==> src/rtl/jk_bank_pkg.sv <==
// jk_bank_pkg: shared mode encoding for the jk_bank register/counter/shifter.
package jk_bank_pkg;

    typedef logic [1:0] mode_t;

    localparam mode_t MODE_JK  = 2'b00;
    localparam mode_t MODE_UP  = 2'b01;
    localparam mode_t MODE_DN  = 2'b10;
    localparam mode_t MODE_SHL = 2'b11;

endpackage

==> src/rtl/jk_bank_jk_cell.sv <==
// jk_cell: combinational next-state function of a single JK flip-flop.
module jk_cell (
    input  logic q,
    input  logic j,
    input  logic k,
    output logic q_next
);

    assign q_next = (j & ~q) | (~k & q);

endmodule

==> src/rtl/jk_bank.sv <==
// jk_bank: WIDTH JK flip-flops run as JK register, up/down counter or shift-left register.
// Define JK_BANK_SAT_EN to make the count modes saturate instead of wrapping.
module jk_bank
    import jk_bank_pkg::*;
#(
    parameter int WIDTH = 4
) (
    input  logic             clk,
    input  logic             clr,
    input  logic             en,
    input  mode_t            mode,
    input  logic [WIDTH-1:0] j,
    input  logic [WIDTH-1:0] k,
    output logic [WIDTH-1:0] q,
    output logic             wrap
);

    logic [WIDTH-1:0] t_up, t_dn, cj, ck, cell_q, q_nxt;
    logic             blocked;

    genvar i;
    generate
        for (i = 0; i < WIDTH; i++) begin : g_bit
            // Toggle terms are flat reductions so no bit depends on its neighbour's term.
            if (i == 0) begin : g_lsb
                assign t_up[i] = 1'b1;
                assign t_dn[i] = 1'b1;
            end else begin : g_upper
                assign t_up[i] = &q[i-1:0];
                assign t_dn[i] = ~|q[i-1:0];
            end
            assign cj[i] = (mode == MODE_JK) ? j[i] : (mode == MODE_UP) ? t_up[i] : t_dn[i];
            assign ck[i] = (mode == MODE_JK) ? k[i] : (mode == MODE_UP) ? t_up[i] : t_dn[i];
            jk_cell u_cell (
                .q     (q[i]),
                .j     (cj[i]),
                .k     (ck[i]),
                .q_next(cell_q[i])
            );
        end
    endgenerate

    assign blocked = ((mode == MODE_UP) && (&q)) || ((mode == MODE_DN) && (~|q));

`ifdef JK_BANK_SAT_EN
    assign q_nxt = (mode == MODE_SHL) ? {q[WIDTH-2:0], j[0]} : blocked ? q : cell_q;
`else
    assign q_nxt = (mode == MODE_SHL) ? {q[WIDTH-2:0], j[0]} : cell_q;
`endif

    always_ff @(posedge clk) begin
        if (clr) begin
            q    <= '0;
            wrap <= 1'b0;
        end else if (!en) begin
            wrap <= 1'b0;
        end else begin
            q    <= q_nxt;
            wrap <= blocked;
        end
    end

endmodule
==> config.mk <==
export PLATFORM = sky130hd
export DESIGN_NAME = jk_bank
export DESIGN_NICKNAME = d
export VERILOG_FILES = /design/src/rtl/jk_bank_pkg.sv /design/src/rtl/jk_bank_jk_cell.sv /design/src/rtl/jk_bank.sv
export SDC_FILE = /design/constraint.sdc
export NUM_CORES = 1
export LEC_CHECK = 0
export ABC_AREA = 1
export CORE_AREA = 2 2 39 41
export DETAILED_ROUTE_END_ITERATION = 7
export DIE_AREA = 0 0 41 43
export GPL_ROUTABILITY_DRIVEN = 1
export PLACE_DENSITY = 0.72
export SLEW_MARGIN = 15
export SYNTH_ARGS = -nofsm -noshare
export SYNTH_HDL_FRONTEND = slang
export SYNTH_SLANG_ARGS = --single-unit
==> constraint.sdc <==
create_clock -name clk -period 1.4 [get_ports clk]
set_input_delay 0.21 -clock clk [delete_from_list [all_inputs] [get_ports clk]]
set_output_delay 0.21 -clock clk [all_outputs]
set_load 0.01 [all_outputs]
==> run_results.csv <==
group,metric,value,unit
pwr,power.internal,354,uW
detailed_routing,antenna_left,0,
clock_network,htree_num_levels,1,
worst_hold_path,holdPathStages,2,
synth,netlist_area,420,um^2
setup_path,critical_path.cell_chain,"clkdlybuf4s50_1",
setup_path,reg2reg_depth,9,
flow_run,drv_cap,0,
synth,synthTopCellsByCount,"nand2_1, inv_1, a21oi_1, nand3_1, dfxtp_1",
global_routing,antenna_found_initial,0,
setup_path,reg2reg_to,"q[3]",
setup_path,endpoint_kind,"output port",
clock_network,clk_pin_slew,0.04,ns
detailed_routing,via_count,521,
floorplan,die_x,41,um
detailed_routing,wl_per_cell,9.24,um
synth,synth_edf_count,0,
pwr,swShare,30.5,%
setup_path,path_max_fanout,2,
floorplan,ios,18,
global_routing,grt_pass1_vias,384,
pwr,power.clock.fraction,33.5,%
floorplan,die_h,43,um
detailed_routing,viasPerCell,4.65,
global_routing,grt_pass1_wl,1550,um
placement,hpwl,831,um
setup_path,cp-start-kind,"register",
pwr,p_seq_share,31.9,%
placement,place_ws,-0.123,ns
clock_network,numCtsBuffers,3,
placement,place_congestion,0.780,
setup_path,critical_path.slowest_cell,"clkdlybuf4s50_1",
final_layout,drive_gt1_share,15.6,%
sta,fin_hold_ws,0.514,ns
clock_network,cts-root-buf,"clkbuf_4",
worst_hold_path,min_from,"q[2]",
floorplan,start_util,30.4,%
pwr,power,509,uW
clock_network,ctsHoldBuffers,0,
synth,yosysSeqAreaShare,23.8,%
worst_hold_path,hold_end,"q[2]",
pwr,vdd_drop_max,356,uV
final_layout,syn_to_final_growth,56.3,%
sta,rsz0062_at_grt,"no",
sta,fin_ws,0.0920,ns
synth,synth_area_per_cell,5.84,um^2
synth,async_flop_share,0,%
sta,drv_slew,0,
synth,syn-num-nets,85,
pwr,p_switching,155,uW
pwr,power.leakage,0.000312,uW
clock_network,cts_buffer_depth,2,
synth,synthTopCellsByArea,"dfxtp_1, nand2_1, a21oi_1, inv_1, nand3_1",
sta,finalCriticalPeriod,1.31,ns
floorplan,core,0.00138,mm^2
floorplan,row_count,14,
setup_path,crit_type,"register to output port",
sta,worst_slew_pin_slew,0.264,ns
synth,synth_largest_area_cell,"dfxtp_1",
final_layout,diodes,0,
outcome,status,"finished, final reports clean",
worst_hold_path,hp-class,"register to register",
clock_network,clock_latency,0.25,ns
detailed_routing,drc,0,
sta,setup_viol,0,
floorplan,fp.dieArea,0.00176,mm^2
clock_network,tritoncts,"done",
synth,yosysMostFrequentCell,"nand2_1",
synth,synth_cell_type_count,17,
detailed_routing,routed_wl,1040,um
detailed_routing,drtIter0Drc,8,
clock_network,cts_resized,2,
sta,finalClockSkew,0.00260,ns
global_routing,grt.total_usage,13.2,%
synth,synth_top_area_share,23.8,%
detailed_routing,dr.pass1.iters,4,
synth,synthCells,72,
pwr,p_per_area,774,mW/mm^2
setup_path,r2r_slack,0.27,ns
sta,period_share,93.4,%
sta,hold_viol,0,
synth,ys_seq_elements,5,
global_routing,grt-ovfl-total,0,
setup_path,slowest_delay,0.53,ns
final_layout,final_util,47.5,%
clock_network,cts.sinks,5,
setup_path,required,1.19,ns
synth,synth_ff_type,"dfxtp_1",
clock_network,post_cts_buffers,0,
pwr,p_comb_share,34.6,%
setup_path,path_buf_inv,1,
global_routing,grt_max_degree,8,
sta,fmax,765,MHz
sta,slew_headroom,82.4,%
setup_path,cp.arrival,1.10,ns
placement,port_buffers,17,
setup_path,cp_top_family,"buffers and inverters",
final_layout,fin_nets,110,
setup_path,crit-reg2reg-launch,"q[0]",
synth,ys_warn_count,0,
==> cells in the final DEF (no fill, tap or decap), drive strengths merged <==
| master | count |
|---|---|
| a21oi | 9 |
| buf | 7 |
| clkbuf | 4 |
| clkdlybuf4s50 | 15 |
| dfxtp | 5 |
| dlygate4sd2 | 2 |
| inv | 13 |
| nand2 | 19 |
| nand3 | 7 |
| nand4 | 1 |
| nor2 | 4 |
| nor3 | 1 |
| nor4 | 1 |
| o211ai | 3 |
| o21ai | 4 |
| o21bai | 1 |
==> flip-flops by register name, summed over array words and instances (netlist names) <==
signal,flops
q,4
wrap,1
==> metal layers <==
layer | up-vias | track usage [%] | routed length, um
met5 | - | 0 | 0
met4 | 0 | 10.0 | 18
met2 | 19 | 18.1 | 489
met1 | 221 | 16.0 | 462
met3 | 3 | 4.71 | 65
li1 | 278 | - | -
==> metrics by stage <==
stage	setup TNS (ns)	instance area [um^2]	std cells
finish	0	657	112
detailed placement	-0.431	633	108
CTS	0	657	112
global placement	-0.258	633	108
global route	0	657	112
floorplan	0	420	72
==> power groups by stage <==
stage               combinational, uW  clock (uW)  sequential (uW)
detailed placement                179           0              165
floorplan                        92.4           0              170
global route                      193         189              164
finish                            176         170              162
CTS                               176         175              162
global placement                  177           0              165
==> cell families (layout without fill, tap and decap cells) <==
logic type / Yosys count / after routing / share of synthesized area, %
AND/OR/NAND/NOR: 33 / 33 / 33.6
AO/OA/AOI/OAI: 17 / 17 / 23.8
buffers and inverters: 17 / 41 / 18.8
flip-flops: 5 / 5 / 23.8
==> area by class of cell <==
class                           instances  area [um^2]
Clock buffer                            4         26.3
Tap cell                               16         20.0
Sequential cell                         5          100
Fill cell                             152          727
Timing Repair Buffer                   24          220
Multi-Input combinational cell         50          241
Inverter                               13         48.8
==> how the worst max path moves through the flow <==
stage	startpoint	slack (ns)	end	cells past startpoint
after detailed placement	mode[1]	-0.12	q[1]	6
after global routing	mode[1]	0.02	q[2]	8
final	q[1]	0.09	q[1]	1
after global placement	mode[1]	-0.08	q[1]	6
after floorplan	q[0]	0.38	q[3]	7
after CTS	q[0]	0.08	q[0]	1
No activity file was read; power rests on OpenSTA's default activity.
